===== src/rtl/pe_shift_sched.sv =====
// Round-robin scheduler sharing one bundled-data Pe_Shift PE among NUM_REQ requesters.
// Optional saturating statistics outputs are compiled in with `define PE_SCHED_STATS_EN.
module pe_shift_sched #(
  parameter int NUM_REQ     = 4,
  parameter int DATA_W      = 64,
  parameter int DRIVE_CYC   = 2,
  parameter int TIMEOUT_CYC = 255,
  parameter int PE_RST_CYC  = 4,
  localparam int ID_W       = $clog2(NUM_REQ)
) (
  input  logic                      clk,
  input  logic                      rst_n,
  input  logic [NUM_REQ-1:0]        req_valid,
  input  logic [NUM_REQ*DATA_W-1:0] req_data,
  output logic [NUM_REQ-1:0]        req_ready,
  output logic                      rsp_valid,
  output logic [ID_W-1:0]           rsp_id,
  output logic [DATA_W-1:0]         rsp_data,
  output logic                      rsp_err,
  input  logic                      rsp_ready,
  output logic                      busy,
  output logic                      pe_rst,
  output logic                      pe_i_drive,
  output logic [DATA_W-1:0]         pe_i_data,
  input  logic                      pe_o_free,
  input  logic                      pe_o_drive,
  input  logic [DATA_W-1:0]         pe_o_data,
  output logic                      pe_i_free,
`ifdef PE_SCHED_STATS_EN
  output logic [31:0]               stat_ops,
  output logic [15:0]               stat_timeouts,
  output logic [15:0]               stat_spurious,
`endif
  output logic [2:0]                dbg_state_o
);

  localparam int CNT_W = $clog2(TIMEOUT_CYC + PE_RST_CYC + DRIVE_CYC + 1);

  typedef enum logic [2:0] {
    ST_PE_RST = 3'd0,
    ST_IDLE   = 3'd1,
    ST_GRANT  = 3'd2,
    ST_SETUP  = 3'd3,
    ST_DRIVE  = 3'd4,
    ST_WAIT   = 3'd5,
    ST_RESP   = 3'd6
  } state_t;

  state_t              state_q, state_d;
  logic [CNT_W-1:0]    cnt_q, cnt_d;
  logic [ID_W-1:0]     rr_q, rr_d;
  logic [ID_W-1:0]     id_q, id_d;
  logic [DATA_W-1:0]   op_q, op_d;
  logic [DATA_W-1:0]   rdata_q, rdata_d;
  logic                err_q, err_d;
  logic                rst_after_q, rst_after_d;
  logic                busy_q;
  logic                free_s1_q, free_s2_q;
  logic                drv_s1_q, drv_s2_q, drv_s3_q;
  logic                drive_evt;
  logic                timeout_hit;
  logic                win_found;
  logic [ID_W-1:0]     win_id;
  logic [ID_W:0]       cand;

  // PE handshake lines are asynchronous; result data is bundled and only read once drive is synced.
  always_ff @(posedge clk or negedge rst_n) begin
    if (!rst_n) begin
      free_s1_q <= 1'b0;
      free_s2_q <= 1'b0;
      drv_s1_q  <= 1'b0;
      drv_s2_q  <= 1'b0;
      drv_s3_q  <= 1'b0;
    end else begin
      free_s1_q <= pe_o_free;
      free_s2_q <= free_s1_q;
      drv_s1_q  <= pe_o_drive;
      drv_s2_q  <= drv_s1_q;
      drv_s3_q  <= drv_s2_q;
    end
  end

  assign drive_evt   = drv_s2_q & ~drv_s3_q;
  assign timeout_hit = (state_q == ST_WAIT) && !drive_evt && (cnt_q == CNT_W'(TIMEOUT_CYC - 1));

  // First valid requester at or after the rr pointer, wrapping around.
  always_comb begin
    win_found = 1'b0;
    win_id    = '0;
    cand      = '0;
    for (int k = 0; k < NUM_REQ; k++) begin
      cand = {1'b0, rr_q} + (ID_W+1)'(k);
      if (cand >= (ID_W+1)'(NUM_REQ)) cand = cand - (ID_W+1)'(NUM_REQ);
      if (!win_found && req_valid[cand[ID_W-1:0]]) begin
        win_found = 1'b1;
        win_id    = cand[ID_W-1:0];
      end
    end
  end

  always_comb begin
    state_d     = state_q;
    cnt_d       = cnt_q;
    rr_d        = rr_q;
    id_d        = id_q;
    op_d        = op_q;
    rdata_d     = rdata_q;
    err_d       = err_q;
    rst_after_d = rst_after_q;
    req_ready   = '0;
    case (state_q)
      ST_PE_RST: begin
        if (cnt_q == CNT_W'(PE_RST_CYC - 1)) state_d = ST_IDLE;
        else                                 cnt_d   = cnt_q + 1'b1;
      end
      ST_IDLE: begin
        if ((|req_valid) && free_s2_q) state_d = ST_GRANT;
      end
      ST_GRANT: begin
        // A requester that withdrew since IDLE leaves nobody to grant.
        if (win_found) begin
          req_ready[win_id] = 1'b1;
          op_d              = req_data[win_id*DATA_W +: DATA_W];
          id_d              = win_id;
          rr_d              = (win_id == ID_W'(NUM_REQ - 1)) ? '0 : win_id + 1'b1;
          state_d           = ST_SETUP;
        end else begin
          state_d = ST_IDLE;
        end
      end
      ST_SETUP: state_d = ST_DRIVE;
      ST_DRIVE: begin
        if (cnt_q == CNT_W'(DRIVE_CYC - 1)) state_d = ST_WAIT;
        else                                cnt_d   = cnt_q + 1'b1;
      end
      ST_WAIT: begin
        if (drive_evt) begin
          rdata_d     = pe_o_data;
          err_d       = 1'b0;
          rst_after_d = 1'b0;
          state_d     = ST_RESP;
        end else if (timeout_hit) begin
          rdata_d     = '0;
          err_d       = 1'b1;
          rst_after_d = 1'b1;
          state_d     = ST_RESP;
        end else begin
          cnt_d = cnt_q + 1'b1;
        end
      end
      ST_RESP: begin
        if (rsp_ready) begin
          state_d     = rst_after_q ? ST_PE_RST : ST_IDLE;
          rst_after_d = 1'b0;
        end
      end
      default: state_d = ST_PE_RST;
    endcase
    if (state_d != state_q) cnt_d = '0;
  end

  always_ff @(posedge clk or negedge rst_n) begin
    if (!rst_n) begin
      state_q     <= ST_PE_RST;
      cnt_q       <= '0;
      rr_q        <= '0;
      id_q        <= '0;
      op_q        <= '0;
      rdata_q     <= '0;
      err_q       <= 1'b0;
      rst_after_q <= 1'b0;
      busy_q      <= 1'b0;
    end else begin
      state_q     <= state_d;
      cnt_q       <= cnt_d;
      rr_q        <= rr_d;
      id_q        <= id_d;
      op_q        <= op_d;
      rdata_q     <= rdata_d;
      err_q       <= err_d;
      rst_after_q <= rst_after_d;
      busy_q      <= (state_d != ST_IDLE);
    end
  end

  assign pe_rst      = (state_q == ST_PE_RST);
  assign rsp_valid   = (state_q == ST_RESP);
  assign pe_i_drive  = (state_q == ST_DRIVE);
  assign pe_i_free   = (state_q != ST_RESP) && (state_q != ST_PE_RST);
  assign busy        = busy_q;
  assign rsp_id      = id_q;
  assign rsp_data    = rdata_q;
  assign rsp_err     = err_q;
  assign pe_i_data   = op_q;
  assign dbg_state_o = state_q;

`ifdef PE_SCHED_STATS_EN
  logic [31:0] ops_q;
  logic [15:0] timeouts_q, spurious_q;

  always_ff @(posedge clk or negedge rst_n) begin
    if (!rst_n) begin
      ops_q      <= '0;
      timeouts_q <= '0;
      spurious_q <= '0;
    end else begin
      if (rsp_valid && rsp_ready && !err_q && (ops_q != '1)) ops_q <= ops_q + 1'b1;
      if (timeout_hit && (timeouts_q != '1))                 timeouts_q <= timeouts_q + 1'b1;
      if (drive_evt && (state_q != ST_WAIT) && (spurious_q != '1))
        spurious_q <= spurious_q + 1'b1;
    end
  end

  assign stat_ops      = ops_q;
  assign stat_timeouts = timeouts_q;
  assign stat_spurious = spurious_q;
`else
  // Statistics counters are not built in this configuration.
`endif

endmodule

===== config.mk =====
export PLATFORM = sky130hd
export DESIGN_NAME = pe_shift_sched
export DESIGN_NICKNAME = d
export VERILOG_FILES = /design/src/rtl/pe_shift_sched.sv
export SDC_FILE = /design/constraint.sdc
export NUM_CORES = 1
export LEC_CHECK = 0
export CAP_MARGIN = 25
export CORE_AREA = 2 2 183 185
export CTS_BUF_LIST = sky130_fd_sc_hd__clkbuf_4
export CTS_CLUSTER_DIAMETER = 50
export DETAILED_ROUTE_END_ITERATION = 12
export DIE_AREA = 0 0 185 187
export DONT_BUFFER_PORTS = 1
export SETUP_SLACK_MARGIN = 0.3
export SYNTH_ARGS = -nofsm -noshare
export SYNTH_HDL_FRONTEND = slang
export SYNTH_SLANG_ARGS = --single-unit

===== constraint.sdc =====
create_clock -name clk -period 4.6 [get_ports clk]
set_clock_uncertainty 0.1 [all_clocks]
set_input_delay 0.92 -clock clk [delete_from_list [all_inputs] [get_ports clk]]
set_output_delay 0.92 -clock clk [all_outputs]
set_load 0.02 [all_outputs]

==> impl_metrics.ini, run 1 <==
[global_route]
overflow = 0
grt_pass1_wl_um = 33990
first_global_vias = 5394
grt_antenna_before_repair = 6
grt_max_degree = 153
grt_util_all_layers = 0.1313

[finish]
area_growth_pct = 9.982
num-fill-cells = 3504
drive_gt1_frac = 0.09005
seqCellArea_sq_um = 3804
final_cells = 1086
nets = 956
multi_input_area_sq_um = 3468
utilization = 0.2513

[timing]
slew_headroom = 0.3119
fin_crit_ns = 3.656
slew_violations = 0
min_period_over_period = 0.7948
setup_viol = 0
setup_tns_ns = 0
whs_ns = 0.2438
hold_viol = 0
tightest_slew_ns = 1.024
rsz0062_at_grt = no
fin_ws_ns = 0.9441
fmax_mhz = 273.5

[floorplan]
die_w_um = 185
initial_core_util = 0.2285
coreArea_sq_um = 32860
num_rows = 67
num_io_pins = 472
dieArea_sq_um = 34600
dieHeight_um = 187

[cts]
clk_path_buf_depth = 2
post_cts_resized = 0
h-tree-depth = 4
cts.sinks = 152
clock_latency_ns = 0.56
root_buffer = clkbuf_4
clk_pin_slew_worst_paths_ns = 0.17
cts_buffers = 17
cts_tree = done

[worst_setup_path]
start_kind = flop
cp_num_buf_inv = 1
worstPathRequired_ns = 3.58
worstPathMaxFanout = 14
critPathArrivalTime_ns = 2.64
endpoint_kind = output port
path_cells = inv_1, nor4_4, and2_1
critPathSlowestCell = dfrtp_1
slowest_delay_ns = 0.78
critPathKind = reg2out
critical-path-top-delay-family = simple AND/OR/NAND/NOR gates

[synth]
yosysTopAreaCell = dfrtp_1
ys_ff_latch = 152
synth_area_leaders = dfrtp_1 (51%), mux2i_1 (17%), a22o_1 (7.6%)
yosysMostFrequentCell = dfrtp_1
netlist_area_sq_um = 7508
ys_warn_count = 0
synth_ff_type = dfrtp_1
synthDistinctLibCells = 49
syn_inst = 646
async_flop_share = 1.000
ys_seq_area_frac = 0.5066
synth_top_area_frac = 0.5066
syn_nets = 982
synth_edf_count = 0
synth_commonest_cells = dfrtp_1 (152), mux2i_1 (130), nand2_1 (77)
syn_avg_cell_area_sq_um = 11.62

[detailed_routing]
avgViaCountPerCell = 4.961
route.detailed.drc = 0
route.detailed.wl_per_inst_um = 21.66
drt-initial-drc-count = 366
ant_nets = 0
finalWirelength_um = 23520
vias = 5388
drtPass1Iterations = 4

[placed_design]
dp_slack_ns = 1.386
place.port_buffers = 0
placed_cells = 1048
gp_congestion = 0.8453
post-dp-hpwl_um = 17240

[power]
ir_drop_uv = 266.2
p_leak_uw = 0.003918
power_per_cell_area_nw_per_um2 = 705.4

[run]
maxCapViolations = 0

[hold_path]
hold_path.class = in2async

[outcome]
status = complete, no violations
[metrics by stage]
stage	cell area [sq um]	power, uW
floorplan	7508	4423
global placement	7924	4884
detailed placement	7924	4931
finish	8258	5825
global route	8255	6210
CTS	8245	5910
[cell usage in the layout, fill, tap and decap left out, types with 5 or more instances in the layout]
master	Yosys	routed
a21oi_1	9	9
a22o_1	65	65
and2_1	5	5
buf_4	5	5
clkbuf_4	0	18
dfrtp_1	152	152
diode_2	0	5
ha_1	7	7
inv_1	7	7
inv_6	0	6
mux2i_1	130	130
nand2_1	77	74
nand3_1	5	5
nor2_1	13	11
o21ai_0	8	8
o221ai_1	65	65
or3_1	6	6
[report_power, final]
group,internal [uW],switching [uW],total [uW],leakage (uW)
Clock,346,566,912,0.000166
Sequential,1890,1230,3130,0.00191
Combinational,833,955,1790,0.00184
[cells by family (layout without fill, tap and decap cells)]
| logic type | Yosys count | count (layout) | share of synthesized area |
|---|---|---|---|
| fa+ha+maj | 7 | 7 | 0.01166 |
| compound gates | 158 | 158 | 0.1755 |
| simple gates | 134 | 134 | 0.09265 |
| flops | 152 | 152 | 0.5066 |
| mux | 130 | 130 | 0.1733 |
| xor+xnor | 4 | 4 | 0.004667 |
| buf+inv | 61 | 48 | 0.03566 |
| other cells | 0 | 5 | 0 |
[metal layers]
metal / global-route usage / part of all wire / up-vias
met5: 0 / 0.00043 / -
met4: 0.04670 / 0.019 / 2
met3: 0.04030 / 0.070 / 20
met2: 0.2061 / 0.48 / 260
met1: 0.1702 / 0.43 / 2701
li1: - / - / 2405
[layout make-up]
| cell class | count | share of cell area |
|---|---|---|
| clock buffers | 18 | 0.01636 |
| multi-input cells | 433 | 0.4200 |
| repair buffers | 7 | 0.01030 |
| clock inverters | 14 | 0.01924 |
| flip-flops and latches | 152 | 0.4606 |
| diodes | 5 | 0.001515 |
| well taps | 448 | 0.06788 |
| inverters | 9 | 0.004091 |
[flip-flops by register name (all words and copies together), names as in the netlist]
register,flops
rsp_id,2
drv_s3_q,1
busy,1
drv_s1_q,1
cnt_q,9
rr_q,2
rsp_err,1
rsp_data,64
drv_s2_q,1
rst_after_q,1
dbg_state_o,3
free_s1_q,1
free_s2_q,1
pe_i_data,64
[timing repair]
action                                 in CTS  in global routing
setup buffers                               0                  0
endpoints found under the hold margin     152                  0
hold buffers                                1                  0
[path summary, 6_finish.rpt]
check | to | slack [ns] | start | cells after the start
max | req_ready[0] | 0.94 | dbg_state_o[1] | 3
min | drv_s1_q | 0.24 | rst_n | 1
min reg2reg | free_s2_q | 0.27 | free_s1_q | 0
max reg2reg | pe_i_data[11] | 1.63 | dbg_state_o[1] | 5
min in group clk | drv_s1_q | 0.26 | pe_o_drive | 0
max in group asynchronous | pe_i_data[29] | 3.54 | rst_n | 1
Note: power is estimated with default switching activity, not from simulation.
==> inputs of run 2 (changes only) <==
==> constraint.sdc (replaced) <==
create_clock -name clk -period 3.3 [get_ports clk]
set_clock_uncertainty 0.1 [all_clocks]
set_input_delay 0.66 -clock clk [delete_from_list [all_inputs] [get_ports clk]]
set_output_delay 0.66 -clock clk [all_outputs]
set_load 0.02 [all_outputs]
==> run 2 against run 1 <==
Compared with the run above: the run now ends with hold timing left; first-iteration DRC count fell by 22%; worst hold slack got worse by 0.57 ns; via count up 1.1%; count of clock-buffer cells in the layout shrank 1; clock power up 29%; power is 38% higher.
==> impl_metrics.ini, run 2 (synthesized netlist as in run 1, its figures left out) <==
[floorplan]
dieHeight_um = 187
num_rows = 67
num_io_pins = 472
dieArea_sq_um = 34600
die_w_um = 185
coreArea_sq_um = 32860
initial_core_util = 0.2285

[timing]
fin_crit_ns = 2.806
setup_tns_ns = 0
whs_ns = -0.3296
setup_viol = 0
fmax_mhz = 356.4
slew_headroom = 0.5092
slew_violations = 0
min_period_over_period = 0.8502
tightest_slew_ns = 0.7362
hold_viol = 152
rsz0062_at_grt = no

[cts]
clock_latency_ns = 0.56
cts_buffers = 17
clk_path_buf_depth = 2
clk_pin_slew_worst_paths_ns = 0.17
cts.sinks = 152
root_buffer = clkbuf_4
h-tree-depth = 4
postCtsHoldBufs = 2
cts_tree = done

[global_route]
grt_antenna_before_repair = 3
overflow = 0
grt_max_degree = 153
grt_util_all_layers = 0.1277
first_global_vias = 5338
grt_pass1_wl_um = 33280

[finish]
fin_area_sq_um = 8280
final_cells = 1090
nets = 963
area_growth_pct = 10.28
drive_gt1_frac = 0.1064
layout_common_cells = dfrtp_1 (148), mux2i_1 (130), nand2_1 (74)
layout_commonest_cell = dfrtp_1

[power]
ir_drop_uv = 408.4
p_leak_uw = 0.003923
power_per_cell_area_nw_per_um2 = 967.9

[placed_design]
place_area_sq_um = 7966
gp_congestion = 0.8465
post-dp-hpwl_um = 16950
place.port_buffers = 0
placed_cells = 1052

[worst_setup_path]
worstPathRequired_ns = 2.54
critPathKind = reg2out
critPathArrivalTime_ns = 2.05
start_kind = flop
worstPathMaxFanout = 6
endpoint_kind = output port

[detailed_routing]
route.detailed.drc = 0
drtPass1Iterations = 7
drt-initial-drc-count = 285
finalWirelength_um = 23050
ant_nets = 0
vias = 5449
avgViaCountPerCell = 4.999
route.detailed.wl_per_inst_um = 21.14

[outcome]
failed_checks = hold timing
status = complete, but fails checks

[run]
maxCapViolations = 0

[hold_path]
hold_path.class = in2async
-- run 2: cell types whose count changed in the layout (fill, tap and decap cells not counted), moves of 2 or more --
cell,previous run,this run
clkinvlp_4,0,2
diode_2,5,3
and2_2,0,4
buf_4,5,10
dfrtp_1,152,148
dfrtp_2,0,4
and2_1,5,1
dlygate4sd3_1,0,2
-- run 2: per-layer routing --
| metal | vias to the layer above | routed length [um] | GRT usage |
|---|---|---|---|
| met5 | - | 0 | 0 |
| met4 | 0 | 396 | 0.04304 |
| met3 | 19 | 1699 | 0.03602 |
| met2 | 279 | 11150 | 0.2001 |
| met1 | 2744 | 9796 | 0.1689 |
| li1 | 2407 | - | - |
-- run 2: timing repair --
action	CTS	global route
buffers inserted	0	2
resized for setup	5	3
hold endpoints to repair	154	152
pin swaps	0	1
endpoints found under the setup margin	5	5
-- run 2: power breakdown --
group          internal [uW]  switching, uW
Clock                    390            791
Combinational           1200           1290
Sequential              2650           1690
-- run 2: worst max-delay path: stages (launching register included) --
cell and delay, ns:
dfrtp_2 0.48, a21oi_1 0.15, o21a_1 0.12, o22a_1 0.23, inv_2 0.08, ha_1 0.17
and2_2 0.24
-- run 2: worst paths after layout --
kind                                 end     startpoint  cells after the start  slack, ns
setup / recovery            req_ready[0]        rr_q[1]                      6       0.49
hold / removal                   rr_q[1]          rst_n                      0      -0.33
setup reg to reg           pe_i_data[31]        rr_q[1]                      5       0.78
hold reg to reg                 drv_s2_q       drv_s1_q                      0       0.26
max in group asynchronous        rr_q[0]          rst_n                      0       3.02
min in group clk            rsp_data[45]  pe_o_data[45]                      1       0.14
-- run 2: area by class of cell --
class	count	area (sq um)
Clock buffer	17	127.6
Multi-Input combinational cell	433	3473
Tap cell	448	560.5
Sequential cell	152	3809
Timing Repair Buffer	14	135.1
Antenna cell	3	7.507
Clock inverter	14	133.9
Inverter	9	33.78
Fill cell	3470	24580
-- run 2: stage by stage --
stage	power, uW	hold slack (ns)	utilization	setup slack [ns]
after CTS	8121	-0.4317	0.2512	0.3259
after global placement	6836	0.2389	0.2424	0.7577
after detailed placement	6885	0.2355	0.2424	0.6526
after global routing	8546	-0.4489	0.2520	0.3070
final	8015	-0.3296	0.2520	0.4942
after floorplan	6165	0.2312	-	0.5686
==> inputs of run 3 (changes only) <==
==> constraint.sdc (replaced) <==
create_clock -name clk -period 2.9 [get_ports clk]
set_clock_uncertainty 0.1 [all_clocks]
set_input_delay 0.58 -clock clk [delete_from_list [all_inputs] [get_ports clk]]
set_output_delay 0.58 -clock clk [all_outputs]
set_load 0.02 [all_outputs]
==> run 3 against run 2 <==
Compared with the run above: the flow still finishes with violations (hold timing); sequential share of layout area is 4.9 points lower; worst hold slack worse by 0.078 ns; design area increased by 12%; non-clock buffer count up 80; count of clock-buffer cells in the layout up 1; flip-flop and latch count unchanged; critical path depth down 1; wire length increased by 11%; setup slack worse by 0.37 ns; die area unchanged; highest routed layer is now met5.
==> impl_metrics.ini, run 3 (synthesized netlist as in run 1, its figures left out) <==
[global_route]
grt_util_all_layers = 0.1448
grt_antenna_before_repair = 5
grt_max_degree = 153
overflow = 0
grt_pass1_wl_um = 37920
first_global_vias = 6205

[floorplan]
initial_core_util = 0.2285
dieArea_sq_um = 34600
coreArea_sq_um = 32860
dieHeight_um = 187
die_w_um = 185
num_rows = 67
num_io_pins = 472

[timing]
whs_ns = -0.4079
fmax_mhz = 360.4
hold_viol = 152
setup_tns_ns = 0
rsz0062_at_grt = yes
slew_headroom = 0.5403
tightest_slew_ns = 0.6895
slew_violations = 0
min_period_over_period = 0.9569
setup_viol = 0
fin_crit_ns = 2.775

[worst_setup_path]
path_cells = mux2i_4, a211o_4, ha_4, and2_4, buf_12
worstPathRequired_ns = 2.22
worstPathMaxFanout = 5
critPathArrivalTime_ns = 2.10
r2r-start = rr_q[1]
slowest_delay_ns = 0.49
critPathKind = reg2out
r2r_setup_slack_ns = 0.53
ff2ff_path_depth = 8
critPathSlowestCell = dfrtp_2
rr_endpoint = pe_i_data[4]
start_kind = flop
endpoint_kind = output port

[cts]
clk_path_buf_depth = 2
cts_buffers = 17
clock_latency_ns = 0.57
cts_tree = done
h-tree-depth = 4
postCtsHoldBufs = 66
root_buffer = clkbuf_4
clk_pin_slew_worst_paths_ns = 0.17
cts.sinks = 152

[detailed_routing]
route.detailed.drc = 0
drtPass1Iterations = 5
avgViaCountPerCell = 5.077
ant_nets = 0
route.detailed.wl_per_inst_um = 21.85
vias = 5966
finalWirelength_um = 25670
drt-initial-drc-count = 407

[placed_design]
gp_congestion = 0.8987
placed_cells = 1057
place.port_buffers = 0
post-dp-hpwl_um = 17480

[finish]
layout_common_cells = dfrtp_1 (148), mux2i_1 (129), nand2_1 (73)
num-fill-cells = 3444
final_cells = 1175
area_growth_pct = 23.53
drive_gt1_frac = 0.1383
layout_commonest_cell = dfrtp_1
seqCellArea_sq_um = 3809
nets = 1046
multi_input_area_sq_um = 3597

[power]
power_per_cell_area_nw_per_um2 = 1071
p_leak_uw = 0.004343
ir_drop_uv = 434.1

[hold_path]
hold_path.class = in2async

[run]
maxCapViolations = 0

[outcome]
failed_checks = hold timing
status = complete, but fails checks
==> run 3: cell types whose count changed in the layout (fill, tap and decap cells not counted), moves of 3 or more <==
cell	previous run	this run
dlygate4sd3_1	2	66
buf_4	10	24
and2_4	0	4
a211o_2	0	3
and2_2	4	1
inv_6	6	3
inv_8	2	5
==> run 3: worst max-delay path by stage <==
| stage | startpoint | slack, ns | endpoint | cells past startpoint |
|---|---|---|---|---|
| finish | rr_q[1] | 0.12 | req_ready[0] | 5 |
| floorplan | req_valid[0] | 0.33 | req_ready[3] | 8 |
| global placement | req_valid[0] | 0.24 | req_ready[3] | 5 |
| detailed placement | req_valid[0] | 0.25 | req_ready[3] | 5 |
| global route | rr_q[1] | -0.01 | req_ready[0] | 5 |
| CTS | rr_q[1] | 0.03 | req_ready[0] | 5 |
==> run 3: layout make-up <==
type / count / area share
clock inverter: 14 / 0.02199
multi-input combinational: 436 / 0.3878
tap: 448 / 0.06043
timing repair buffer: 94 / 0.09928
clock buffer: 18 / 0.01457
sequential: 152 / 0.4106
inverter: 9 / 0.004182
antenna: 4 / 0.001079
==> run 3: layer usage <==
metal,global-route usage,part of all wire,vias to the layer above
li1,-,-,2599
met1,0.1812,0.40,3024
met2,0.2357,0.50,303
met3,0.03719,0.071,38
met4,0.06166,0.033,2
met5,0,0.00035,-
==> run 3: critical path, delay by kind of cell (launching register included) <==
kind | cells | cell delay (ns)
compound gates | 1 | 0.41
mux | 1 | 0.21
fa+ha+maj | 1 | 0.18
buf+inv | 1 | 0.12
simple gates | 1 | 0.13
flops | 1 | 0.49
==> run 3: what timing repair did <==
action | CTS | global route
gates resized for setup | 28 | 4
setup endpoints to repair | 7 | 5
buffers inserted | 10 | 3
gates cloned | 3 | 0
hold endpoints to repair | 218 | 152
pin swaps | 4 | 3
==> run 3: stage by stage <==
step	instance area, sq um	setup slack, ns	utilization	total power, uW
after floorplan	7508	0.3286	-	7016
after global placement	8029	0.2449	0.2443	7937
after detailed placement	8029	0.2498	0.2443	8028
after CTS	9224	0.02903	0.2807	9979
after global routing	9275	-0.01022	0.2822	10570
final	9275	0.1250	0.2822	9934
==> run 3: power breakdown <==
| part | switching (uW) | total [uW] | internal [uW] |
|---|---|---|---|
| registers | 1960 | 4990 | 3030 |
| clock network | 941 | 1590 | 652 |
| logic | 1730 | 3350 | 1620 |
| total | 4630 | 9930 | 5300 |
